## src/rtl/twiddle_feeder.sv

```systemverilog
// Twiddle-factor sequencer for NTT/INTT passes: steps stage/beat counters, reads the twiddle ROM
// and presents packed 24-bit w words on a valid/ready handshake. Inverse support: TWIDDLE_FEEDER_INTT_EN.
module twiddle_feeder #(
    parameter int unsigned ROM_AW = 9,
    parameter int unsigned D_BASE = 128
) (
    input  logic              clk,
    input  logic              rst,
    input  logic              start,
    input  logic              mode,
    input  logic              inv,
    output logic              busy,
    output logic              done,
    output logic              rom_en,
    output logic [ROM_AW-1:0] rom_addr_a,
    output logic [ROM_AW-1:0] rom_addr_b,
    input  logic [22:0]       rom_q_a,
    input  logic [22:0]       rom_q_b,
    output logic [23:0]       w,
    output logic [1:0]        sel_a,
    output logic              mul_Red_mode,
    output logic [2:0]        stage,
    output logic              w_valid,
    input  logic              w_ready
);
    localparam logic [1:0] S_IDLE  = 2'd0;
    localparam logic [1:0] S_RUN   = 2'd1;
    localparam logic [1:0] S_DRAIN = 2'd2;

    localparam logic [ROM_AW-1:0] LP_DBASE = ROM_AW'(D_BASE);

    logic [1:0] r_state;
    logic       r_mode;
    logic       r_done;
    logic       r_wvalid;
    logic [2:0] r_sidx;
    logic [2:0] r_stage_q;
    logic [6:0] r_beat;
`ifdef TWIDDLE_FEEDER_INTT_EN
    logic       r_inv;
`endif

    logic       w_adv;
    logic       w_issue;
    logic       w_hs;
    logic       w_last_beat;
    logic       w_last_stage;
    logic [2:0] w_s_last;
    logic [2:0] w_s;
    logic [2:0] w_shift;
    logic [6:0] w_j_b;
    logic [8:0] w_pow;
    logic [8:0] w_grp_a;
    logic [8:0] w_grp_b;
    logic [8:0] w_k_a;
    logic [8:0] w_k_b;
    logic       w_unused;

    assign w_adv        = !r_wvalid || w_ready;
    assign w_issue      = (r_state == S_RUN) && w_adv;
    assign w_hs         = r_wvalid && w_ready;
    assign w_s_last     = r_mode ? 3'd7 : 3'd6;
    assign w_last_beat  = r_mode ? (r_beat == 7'd127) : (r_beat == 7'd63);
    assign w_last_stage = (r_sidx == w_s_last);

    // r_sidx counts stages in issue order; the actual stage is reversed for inverse passes
`ifdef TWIDDLE_FEEDER_INTT_EN
    assign w_s = r_inv ? (w_s_last - r_sidx) : r_sidx;
`else
    assign w_s = r_sidx;
`endif

    assign w_j_b   = {1'b1, r_beat[5:0]};
    assign w_shift = 3'd7 - w_s;
    assign w_pow   = 9'd1 << w_s;
    assign w_grp_a = {2'b00, r_beat} >> w_shift;
    assign w_grp_b = {2'b00, w_j_b} >> w_shift;

`ifdef TWIDDLE_FEEDER_INTT_EN
    assign w_k_a = r_inv ? ((w_pow << 1) - 9'd1 - w_grp_a) : (w_pow + w_grp_a);
    assign w_k_b = r_inv ? ((w_pow << 1) - 9'd1 - w_grp_b) : (w_pow + w_grp_b);
    assign sel_a = ((r_state != S_IDLE) && r_inv) ? 2'b10 : 2'b00;
    assign w_unused = ^{rom_q_b[22:12]};
`else
    assign w_k_a = w_pow + w_grp_a;
    assign w_k_b = w_pow + w_grp_b;
    assign sel_a = 2'b00;
    assign w_unused = ^{rom_q_b[22:12], inv};
`endif

    assign rom_en     = w_issue;
    assign rom_addr_a = !w_issue ? '0 :
                        r_mode   ? (LP_DBASE + ROM_AW'(w_k_a)) : ROM_AW'(w_k_a);
    assign rom_addr_b = (!w_issue || r_mode) ? '0 : ROM_AW'(w_k_b);

    // ROM output holds while rom_en is low, so w stays stable through a stall
    assign w = !r_wvalid ? '0 :
               r_mode    ? {1'b0, rom_q_a[22:12], rom_q_a[11:0]} :
                           {rom_q_a[11:0], rom_q_b[11:0]};

    assign busy         = (r_state != S_IDLE);
    assign done         = r_done;
    assign mul_Red_mode = r_mode;
    assign stage        = r_stage_q;
    assign w_valid      = r_wvalid;

    always_ff @(posedge clk or negedge rst) begin
        if (!rst) begin
            r_state   <= S_IDLE;
            r_mode    <= 1'b0;
            r_done    <= 1'b0;
            r_wvalid  <= 1'b0;
            r_sidx    <= '0;
            r_stage_q <= '0;
            r_beat    <= '0;
`ifdef TWIDDLE_FEEDER_INTT_EN
            r_inv     <= 1'b0;
`endif
        end else begin
            r_done <= 1'b0;
            case (r_state)
                S_IDLE: begin
                    if (start && !r_done) begin
                        r_state <= S_RUN;
                        r_mode  <= mode;
                        r_sidx  <= '0;
                        r_beat  <= '0;
`ifdef TWIDDLE_FEEDER_INTT_EN
                        r_inv   <= inv;
`endif
                    end
                end
                S_RUN: begin
                    if (w_issue) begin
                        r_stage_q <= w_s;
                        if (w_last_beat) begin
                            r_beat <= '0;
                            if (w_last_stage) begin
                                r_sidx  <= '0;
                                r_state <= S_DRAIN;
                            end else begin
                                r_sidx <= r_sidx + 3'd1;
                            end
                        end else begin
                            r_beat <= r_beat + 7'd1;
                        end
                    end
                end
                S_DRAIN: begin
                    if (w_hs) begin
                        r_state <= S_IDLE;
                        r_done  <= 1'b1;
                    end
                end
                default: r_state <= S_IDLE;
            endcase

            if (w_issue) begin
                r_wvalid <= 1'b1;
            end else if (w_ready) begin
                r_wvalid <= 1'b0;
            end
        end
    end
endmodule

```

## config.mk

```make
export PLATFORM = sky130hd
export DESIGN_NAME = twiddle_feeder
export DESIGN_NICKNAME = d
export VERILOG_FILES = /design/src/rtl/twiddle_feeder.sv
export SDC_FILE = /design/constraint.sdc
export NUM_CORES = 1
export LEC_CHECK = 0
export ABC_AREA = 1
export BUFFER_PORTS_ARGS = -buffer_cell sky130_fd_sc_hd__buf_4
export CORE_MARGIN = 2
export CORE_UTILIZATION = 48
export CTS_CLUSTER_DIAMETER = 80
export DETAILED_ROUTE_END_ITERATION = 7
export PLACE_DENSITY = 0.8
export SLEW_MARGIN = 10
export SYNTH_ARGS = -nofsm -noshare
export SYNTH_HDL_FRONTEND = slang
export SYNTH_SLANG_ARGS = --single-unit
```

## constraint.sdc

```tcl
create_clock -name clk -period 3.7 [get_ports clk]
set_clock_uncertainty 0.15 [all_clocks]
set_input_delay 0.37 -clock clk [delete_from_list [all_inputs] [get_ports clk]]
set_output_delay 0.37 -clock clk [all_outputs]
set_load 0.01 [all_outputs]
```

==> flow_summary.json <==
{
  "status": "finished clean",
  "arrival_ps": 2830,
  "clock_path_buffers": 2,
  "power_leakage_nw": 1.67,
  "hp-class": "in2reg",
  "netlist_area_sq_mm": 0.00232,
  "synth_edf_count": 0,
  "cp-end-kind": "primary output",
  "setup_tns_ps": 0,
  "core-area_sq_mm": 0.00469,
  "cts_sinks": 18,
  "ios": 104,
  "final_nets": 549,
  "max_cap_violations": 0,
  "ys_top_cells_by_count": "nor2_1 (88), nand2_1 (63), o21ai_0 (49)",
  "grt.total_usage_pct": 22.6,
  "worstMarginPinSlew_ps": 696,
  "avgSynthCellArea_sq_um": 6.00,
  "fin_cells": 526,
  "areaGrowthSynthToFinish_pct": 33.4,
  "num_vias": 2695,
  "diodes": 0,
  "async_flop_share_pct": 100,
  "ys.flop_type": "dfrtp_1",
  "synth_top_area_share_pct": 19.4,
  "crit_chain": "clkinvlp_4 -> a21oi_1 -> o21ai_0 -> o22ai_1 -> inv_1 -> o21ai_0 -> ha_1 -> inv_1 -> fa_1 -> inv_1 -> nand3_1 -> nand2_1 -> nand3_1 -> nand2_1 -> nand2_1 -> nand2_1 -> inv_1 -> nor2_1 -> buf_4",
  "hold_viol_final": 0,
  "initial_core_util_pct": 49.4,
  "setup_viol": 0,
  "ys_seq_area_share_pct": 19.4,
  "power.total_mw": 2.10,
  "wl_per_cell_um": 12.3,
  "grt_pass1_wl_um": 9870,
  "clkTransAtPathRegs_ps": 70,
  "drt_pre_antenna_iters": 4,
  "drc": 0,
  "ant_nets": 0,
  "syn_inst": 386,
  "die_y_um": 73.5,
  "crit_fanout": 8,
  "gp_congestion": 0.917,
  "rsz0062_at_grt": "no",
  "cts_max_level": 1,
  "dp.cells": 519,
  "fin_crit_ps": 3350,
  "slowest_delay_ps": 470,
  "cts_tree": "built",
  "ys_seq_elements": 18,
  "drt_wl_total_um": 6490,
  "numPortBuffers": 89,
  "die_w_um": 73.5,
  "slowest_stage": "dfrtp_2",
  "antenna_found_initial": 0,
  "start_kind": "register",
  "worst_skew_pair.late_latency_ps": 250,
  "avgViaCountPerCell": 5.12,
  "drv_slew": 0,
  "synth_most_common_cell": "nor2_1",
  "finalCritPeriodShare_pct": 90.5,
  "timing.slew.headroom_pct": 53.6,
  "synth_largest_area_cell": "dfrtp_1",
  "power_density_mw_per_mm2": 679,
  "worstPathRequired_ps": 3180,
  "rows": 25,
  "fmax_mhz": 299,
  "drtIter0Drc": 149,
  "synth.distinct_cells": 36,
  "die-area_sq_mm": 0.00540,
  "grt-ovfl-total": 0,
  "vdd_ir_drop_max_uv": 406,
  "grt_max_degree": 28,
  "dp_hpwl_um": 5120,
  "cts-buffers-inserted": 3,
  "clockRootBuffer": "clkbuf_8",
  "yosys_warnings": 0,
  "layout-drive-gt1-share_pct": 24.4,
  "grt_pass1_vias": 2189,
  "fin_util_pct": 65.8,
  "path_class": "reg2out",
  "synthTopCellsByArea": "dfrtp_1 (19%), nor2_1 (14%), ha_1 (12%), o21ai_0 (11%), nand2_1 (10%)"
}
==> sequential cells by signal, indices dropped and copies added (netlist names) <==
signal,count
r_state,2
w_valid,1
mul_Red_mode,1
r_sidx,3
done,1
stage,3
r_beat,7
==> final cells by class <==
class / instances / area, sq um
multi-input combinational: 304 / 1610
fill: 438 / 1600
timing repair buffer: 93 / 701
sequential: 18 / 454
inverter: 53 / 203
tap: 54 / 67.6
clock buffer: 4 / 55.1
==> placed cells by master (no fill, tap or decap) <==
cell	count
nand2_2	1
a31o_2	1
a31oi_1	2
nor2_4	3
a21oi_1	26
dfrtp_1	15
fa_1	2
buf_4	92
and3_1	1
inv_1	47
nor2_1	88
nand3_1	17
o21a_1	1
conb_1	2
o21bai_1	1
clkbuf_8	4
nor2_2	1
o31ai_1	1
dlygate4sd3_1	1
o22ai_1	3
dfrtp_2	3
xor2_1	3
nand2_1	63
o21ai_0	49
a21o_1	1
ha_1	22
a21boi_1	1
nor3_1	6
or2_2	1
nand4_1	2
clkinvlp_4	1
inv_2	5
nand2_4	3
nand3b_1	1
o211ai_1	1
o21ai_1	1
==> stage by stage <==
step                      setup WS, ps  instance area (sq um)  hold slack [ps]
final                              350                   3090              234
after global routing              4.02                   3090              234
after CTS                          188                   3070              233
after detailed placement           476                   3000              105
after global placement             511                   3000             98.6
after floorplan                    820                   2320            -75.6
==> worst paths after layout <==
check | startpoint | depth (start not counted) | slack (ps) | end
worst max-delay path | r_sidx[1] | 19 | 350 | rom_addr_a[8]
worst min-delay path | w_ready | 3 | 230 | done
worst max register to register | w_valid | 8 | 1650 | r_beat[4]
worst min register to register | stage[2] | 2 | 350 | stage[2]
max in group asynchronous | rst | 2 | 2830 | r_sidx[0]
min in group asynchronous | rst | 2 | 360 | done
==> where the power goes <==
part / switching [mW] / internal (mW) / total (mW)
combinational: 0.910 / 0.646 / 1.56
clock: 0.0648 / 0.0946 / 0.159
sequential: 0.116 / 0.267 / 0.383
==> worst max-delay path, delay by kind of cell (launching register included) <==
family	cells	cell delay, ps
AOI/OAI and AO/OA	4	420
adders and majority gates	2	540
buffers and inverters	6	570
DFF	1	470
and+or+nand+nor	7	560
==> layer usage <==
layer	part of all wire, %	GRT usage [%]	vias to the layer above
met4	0.71	3.84	0
met1	46	32.7	1208
met5	0	0	-
met3	3.3	1.65	7
met2	50	37.5	62
li1	-	-	1418
==> cell families after synthesis <==
logic type      after synthesis  synth area share, %
xor+xnor                      3                 1.13
buf+inv                      65                 11.2
other cells                   1                0.162
flops                        18                 19.4
fa+ha+maj                    24                 13.6
simple gates                187                 34.3
compound gates               88                 20.1
==> timing repair <==
| item | 4_1_cts | 5_1_grt |
|---|---|---|
| hold buffers | 1 | 0 |
| setup endpoints to repair | 0 | 3 |
| resized for setup | 0 | 4 |
| setup buffers | 0 | 2 |
| endpoints found under the hold margin | 18 | 0 |
No activity file was read; power rests on OpenSTA's default activity.
